[src/rtl/instruction_buffer.sv]
// rtl/instruction_buffer.sv - two-wide push / two-wide pop circular instruction FIFO
module instruction_buffer #(
    parameter int DEPTH = 8
) (
    input  logic                     clk,
    input  logic                     rst,
    input  logic                     flush,
    input  logic [31:0]              instructionA,
    input  logic [31:0]              addressA,
    input  logic                     instructionA_valid,
    input  logic [31:0]              instructionB,
    input  logic [31:0]              addressB,
    input  logic                     instructionB_valid,
    input  logic                     pop0,
    input  logic                     pop1,
    output logic [31:0]              entry0_instruction,
    output logic [31:0]              entry0_address,
    output logic [31:0]              entry1_instruction,
    output logic [31:0]              entry1_address,
    output logic [$clog2(DEPTH):0]   entry_count,
    output logic                     stall
);

    localparam int PW = $clog2(DEPTH);
    localparam int CW = PW + 1;
    localparam logic [CW-1:0] DEPTH_C = CW'(DEPTH);

    logic [31:0]   instr_mem [DEPTH];
    logic [31:0]   addr_mem  [DEPTH];

    logic [PW-1:0] head;
    logic [PW-1:0] tail;
    logic [CW-1:0] count;

    logic [1:0]    pop_req;
    logic [1:0]    n_valid;
    logic [CW-1:0] n_pop;
    logic [CW-1:0] n_push;
    logic [CW-1:0] free;
    logic [CW-1:0] count_next;
    logic [31:0]   first_instr;
    logic [31:0]   first_addr;
    logic          wr0;
    logic          wr1;
    logic [PW-1:0] tail_p1;
    logic [PW-1:0] head_p1;

    always_comb begin
        pop_req     = 2'd0;
        n_pop       = '0;
        free        = '0;
        n_valid     = 2'd0;
        n_push      = '0;
        first_instr = instructionB;
        first_addr  = addressB;
        wr0         = 1'b0;
        wr1         = 1'b0;
        count_next  = count;

        if (pop0 && pop1) begin
            pop_req = 2'd2;
        end else if (pop0) begin
            pop_req = 2'd1;
        end

        n_pop = (CW'(pop_req) > count) ? count : CW'(pop_req);
        // Same-cycle pops free their slots before the pushes land.
        free  = DEPTH_C - count + n_pop;

        n_valid = {1'b0, instructionA_valid} + {1'b0, instructionB_valid};
        if (instructionA_valid) begin
            first_instr = instructionA;
            first_addr  = addressA;
        end

        // Clipping drops the youngest push first, since B always lands second.
        n_push = (CW'(n_valid) > free) ? free : CW'(n_valid);
        wr0    = (n_push != '0);
        wr1    = (n_push == CW'(2));

        count_next = count - n_pop + n_push;
    end

    assign tail_p1 = tail + PW'(1);
    assign head_p1 = head + PW'(1);

    always_ff @(posedge clk or negedge rst) begin
        if (!rst) begin
            head  <= '0;
            tail  <= '0;
            count <= '0;
        end else if (flush) begin
            head  <= '0;
            tail  <= '0;
            count <= '0;
        end else begin
            head  <= head + PW'(n_pop);
            tail  <= tail + PW'(n_push);
            count <= count_next;
        end
    end

    always_ff @(posedge clk) begin
        if (rst && !flush) begin
            if (wr0) begin
                instr_mem[tail] <= first_instr;
                addr_mem[tail]  <= first_addr;
            end
            if (wr1) begin
                instr_mem[tail_p1] <= instructionB;
                addr_mem[tail_p1]  <= addressB;
            end
        end
    end

    assign entry0_instruction = (count != '0)      ? instr_mem[head]    : 32'h0;
    assign entry0_address     = (count != '0)      ? addr_mem[head]     : 32'h0;
    assign entry1_instruction = (count >= CW'(2))  ? instr_mem[head_p1] : 32'h0;
    assign entry1_address     = (count >= CW'(2))  ? addr_mem[head_p1]  : 32'h0;

    assign entry_count = count;
    assign stall       = (count >= CW'(DEPTH - 1));

endmodule

[config.mk]
export PLATFORM = sky130hd
export DESIGN_NAME = instruction_buffer
export DESIGN_NICKNAME = d
export VERILOG_FILES = /design/src/rtl/instruction_buffer.sv
export SDC_FILE = /design/constraint.sdc
export NUM_CORES = 1
export LEC_CHECK = 0
export ABC_AREA = 1
export CAP_MARGIN = 20
export CORE_ASPECT_RATIO = 2
export CORE_MARGIN = 2
export CORE_UTILIZATION = 44
export CTS_CLUSTER_SIZE = 24
export DETAILED_ROUTE_END_ITERATION = 16
export HOLD_SLACK_MARGIN = 0.08
export PLACE_DENSITY = 0.64
export RECOVER_POWER = 100
export SLEW_MARGIN = 20
export SYNTH_ARGS = -nofsm -noshare
export SYNTH_HDL_FRONTEND = slang
export SYNTH_SLANG_ARGS = --single-unit
[constraint.sdc]
create_clock -name clk -period 8.5 [get_ports clk]
set_input_delay 1.7 -clock clk [delete_from_list [all_inputs] [get_ports clk]]
set_output_delay 1.7 -clock clk [all_outputs]
set_load 0.005 [all_outputs]
==> Yosys cells after proc, flatten, opt, wreduce, memory -nomap -nowiden <==
Memory sizes are Yosys's and may differ from the RTL's.
Index checks and enable logic that the tools add are counted.
{ "totals": {"in_bits": 135, "romBits": 0, "latchBits": 0, "ram_bits": 512, "regBits": 10, "output_inout_bits": 133, "memories": 2} }
{ "memory_table": {"columns": ["memory", "depth", "width", "read_ports", "rd_ports_with_merged_regs", "write_ports", "line_no", "text"], "rows": [
  ["addr_mem", 8, 32, 2, 0, 2, "29", "logic [31:0] addr_mem [DEPTH];"],
  ["instr_mem", 8, 32, 2, 0, 2, "28", "logic [31:0] instr_mem [DEPTH];"]
]} }
{ "classes": {"n_shift": 0, "n_reduce_logical": 5, "muxes": 19, "n_addsub": 9, "n_eq_ne": 1, "div_mod_pow": 0, "bitwise": 0, "n_mul": 0, "n_lt_le_gt_ge": 4} }
{ "op_table": {"columns": ["cell", "n"], "rows": [
  ["2-to-1 mux 32 bit", 6],
  ["2-to-1 mux 4 bit", 3],
  ["adder 4 bit", 2],
  ["greater-than comparator 2 x 4 -> 1 bit", 2],
  ["nonzero test 4 bit", 2],
  ["2-to-1 mux 1 bit", 7],
  ["adder 3 x 1 -> 3 bit (second input constant)", 2],
  ["adder 3 bit", 2],
  ["2-to-1 mux 3 bit", 2],
  ["== test 4 x 2 -> 1 bit (second input constant)", 1],
  [">= comparator 4 x 2 -> 1 bit (second input constant)", 1],
  [">= comparator 4 x 3 -> 1 bit (second input constant)", 1],
  ["subtractor 4 bit", 1],
  ["subtractor 4 bit (first input constant)", 1],
  ["adder 1 x 1 -> 2 bit", 1],
  ["logical AND 1 bit", 2],
  ["2-to-1 mux 2 bit", 1],
  ["zero test 1 bit", 1]
]} }

==> Logic depth before layout (Yosys ltp) <==
Gate-level depths: netlist of run 1.
{ "depth": {"word_depth": 11, "mapped_depth": 29, "depth_no_buf": 27} }

==> Worst setup path before layout of run 1 <==
Ideal clock, no wire load.
{ "synth_path": {"kind": "input to register", "start": "input port pop1", "end": "memory addr_mem[0][0] (enable)", "stages": 23, "setup_time_ns": 0.574, "arrival_ns": 8.909, "slack_ns": -0.983, "required_ns": 7.926, "cell_sequence": "nand2_1 inv_1 ha_1 inv_1 nor2_1 o211ai_1 nand3_1 o21ai_0 inv_1 ha_1 inv_1 ha_1 inv_1 fa_1 inv_1 a21oi_1 nand3_1 nand2_1 nand2_4 buf_6 nand2_1 nand2_1 o21ai_0"} }
{ "synth_rtl": {"columns": ["element", "line_no", "text"], "rows": [
  ["start: declaration", "15", "input logic pop1,"],
  ["end: declaration", "29", null]
]} }

==> metrics.txt, run 1 <==
status=finished, violations left; failing checks=capacitance limit, slew limit; sequential share of the synthesized area=44.0%; Worst-path clk slew=0.07 ns; VDD IR max=0.000446 V; most frequent cell after synthesis=nand2_1; Nets=4624; CP Data Arrival Time=7.83 ns; routability cong.=0.847; Tot Pwr=between 10 and 15 mW; Die W=205 um; PortBufs=267; number of global-route vias before repair=33711; simple-gate area share of the yosys netlist=27.0%; Slew @ Worst Pin=~2.4 ns; post-synthesis compound-gate area fraction=16.0%; xor/xnor share of the synthesized area=less than 1%; Synth Area in Adders=less than 1%; Max Cap Violations=20; core region area=80000 um^2; fmax=0.132 GHz; Pwr Density=341 nW/um^2; register bit total from synthesis=approximately 520; Root Buffer=clkbuf_16; area grow syn2layout=9.60%; top cell type's share of synthesized area=a little over two fifths; highest metal used=met5; CP max FO=82; Routed WL=136000 um; First-pass DRT Iterations=6; DP Cell Count=around 5500; Setup crit start kind=primary input; Avg Cell Area, Syn=between 7 and 8 um^2; Synth Warn #=0; EDFF count, synth=slightly above 500; die extent in y=406 um; Final setup viols=0; met1 WL=45900 um; CTS tree=done; Post-Synthesis Cells=4586; share of layout cells above drive strength 1=4.89%; Final Cycle Share=89.4%; first-pass GRT wire length=200000 um; worst hold path type=reg2reg; Post-CTS Repair Setup Buffers=0; netlist area before placement=35500 um^2; antenna viol nets, final=0; Hold Buf Count CTS=0; RSZ-0062 raised after global routing=no; Initial Util=around 44%; HPWL Detailed=approximately 76000 um; total track usage=32.0%; mux cell area share after synthesis=2.03%; syn_nets=roughly 4700; clk buf depth=3; Hold Fails Final Rpt=0; largest family of logic cells by synthesized area=simple AND/OR/NAND/NOR gates; Main synth FF type=edfxtp_1; H-tree Lvls=2; final non-filler cell total=5543; Synth area leaders=edfxtp_1 43%, nand2_1 12%, nand4_1 9.2%; residual DRC count=0; WL met2=68600 um; Routed wire per std cell=24.6 um; crit path capture type=flip-flop; combined area of the multi-input logic cells=roughly 16000 um^2; met3 WL=about 10000 um; Leakage=roughly 15 nW; Yosys cell types=31; IO Count=about 270; critical path type=in2reg; Vias=34660; cts repair resizes=0; row count=147; relative slew slack=-62.0%; most instantiated cells after synthesis=1181 x nand2_1, 520 x nand4_1, 512 x edfxtp_1, 468 x nor2_1, 430 x o21ai_0; ys async rst share=1.92%; Final Max Tran Viols=1121; Skew-Pair Late Insertion Delay=0.60 ns; Tmin final=7.60 ns; Synth area leader=edfxtp_1; Sequential Area=15600 um^2; cts bufs inserted=47; antenna violations before repair=2; grt total ovfl=0; Worst Path Required=8.73 ns; vias per std cell=6.25; Final Util=between 40% and 50%; # diodes=0; fill count=between 7000 and 8000; Initial DRC Count=3561; largest net degree at the start of global routing=220; Max Clock Skew=0.0209 ns; die area=83100 um^2; clk sinks=~520
[cells in the final DEF, fill, tap and decap left out, types with 14 or more instances in the layout]
cell             netlist  routed
nand2_1             1181    1180
dlygate4sd3_1          0      92
o21ai_1              285     259
clkdlybuf4s50_1        0     174
edfxtp_1             512     512
o21ai_0              430     455
nor2_1               468     460
clkinv_1               0      14
o211ai_1              64      64
nand4_1              520     520
mux2_2                64      64
clkbuf_2               0      18
clkbuf_16              0      49
ha_1                  17      17
buf_4                  5      34
a21oi_1              319     319
inv_1                169     167
buf_12                 4      14
[cell type report]
cell class | count | share of cell area (%)
multi-input combinational | 3384 | 42.3
timing repair buffer | 341 | 8.57
clock inverter | 28 | 0.660
inverter | 171 | 1.70
clock buffer | 54 | 3.20
tap | 1043 | 3.36
sequential | 522 | 40.2
[cell families (layout without fill, tap and decap cells)]
kind of cell,after synthesis,after routing
buffers and inverters,680,594
other,1,1
AND/OR/NAND/NOR,2190,2190
multiplexers,64,64
XOR/XNOR,7,7
flip-flops,522,522
adder cells (fa/ha/maj),22,22
AO/OA/AOI/OAI,1100,1100
[stage by stage]
stage,setup WS [ns],hold WS [ns],instance area [um^2],setup TNS [ns]
floorplan,-0.983,0.545,35500,-503.41
global placement,1.27,0.656,37600,0
detailed placement,1.31,0.678,37600,0
CTS,1.94,0.694,39100,0
global route,0.770,0.730,38900,0
finish,0.898,0.690,38900,0
[worst max-delay path, cell delays in order]
cell	delay, ns
dlygate4sd3_1	0.57
nand2_1	0.07
inv_1	0.05
ha_1	0.30
inv_1	0.06
nor2_1	0.04
o211ai_1	0.27
nand3_1	0.12
o21ai_0	0.17
inv_1	0.09
ha_1	0.18
inv_1	0.05
ha_1	0.14
inv_1	0.05
fa_1	0.56
inv_1	0.05
a21oi_1	0.12
nand3_1	0.13
nand2_1	0.18
nand2_8	0.33
nand2_1	0.18
nand2_1	0.21
o21ai_1	1.41
clkbuf_2	0.75
[power breakdown]
group / total (mW) / internal (mW) / switching [mW]
logic: 7.79 / 2.36 / 5.43
registers: 3.28 / 3.10 / 0.179
clock network: 2.19 / 1.20 / 0.997
total: 13.3 / 6.66 / 6.61
[flip-flops by register name (all words and copies together) (netlist names)]
register and count:
addr_mem 256, instr_mem 256, entry_count 4, head 3, tail 3
[routing by layer]
layer	up-vias	track usage, %
li1	15785	-
met4	2	24.5
met5	-	0
met1	16314	34.6
met3	608	3.58
met2	1951	56.6
[final timing paths]
| path | from | endpoint | slack, ns | cells after the start |
|---|---|---|---|---|
| setup / recovery | pop0 | instr_mem[1][10] | 0.90 | 24 |
| hold / removal | head[2] | head[2] | 0.69 | 2 |
| setup reg to reg | entry_count[1] | instr_mem[1][10] | 2.00 | 22 |
| hold reg to reg | head[2] | head[2] | 0.69 | 2 |
| max in group asynchronous | rst | head[0] | 6.53 | 1 |
| min in group asynchronous | rst | entry_count[2] | 1.53 | 1 |
Note: power is estimated with default switching activity, not from simulation.
==> inputs of run 2 (changes only) <==
--- a/config.mk
+++ b/config.mk
@@ -6,7 +6,7 @@
 export NUM_CORES = 1
 export LEC_CHECK = 0
 export ABC_AREA = 1
-export CAP_MARGIN = 20
+export CAP_MARGIN = 5
 export CORE_ASPECT_RATIO = 2
 export CORE_MARGIN = 2
 export CORE_UTILIZATION = 44
==> results of run 2 <==
No change in the layout: final DEF, timing and power equal those of run 1.
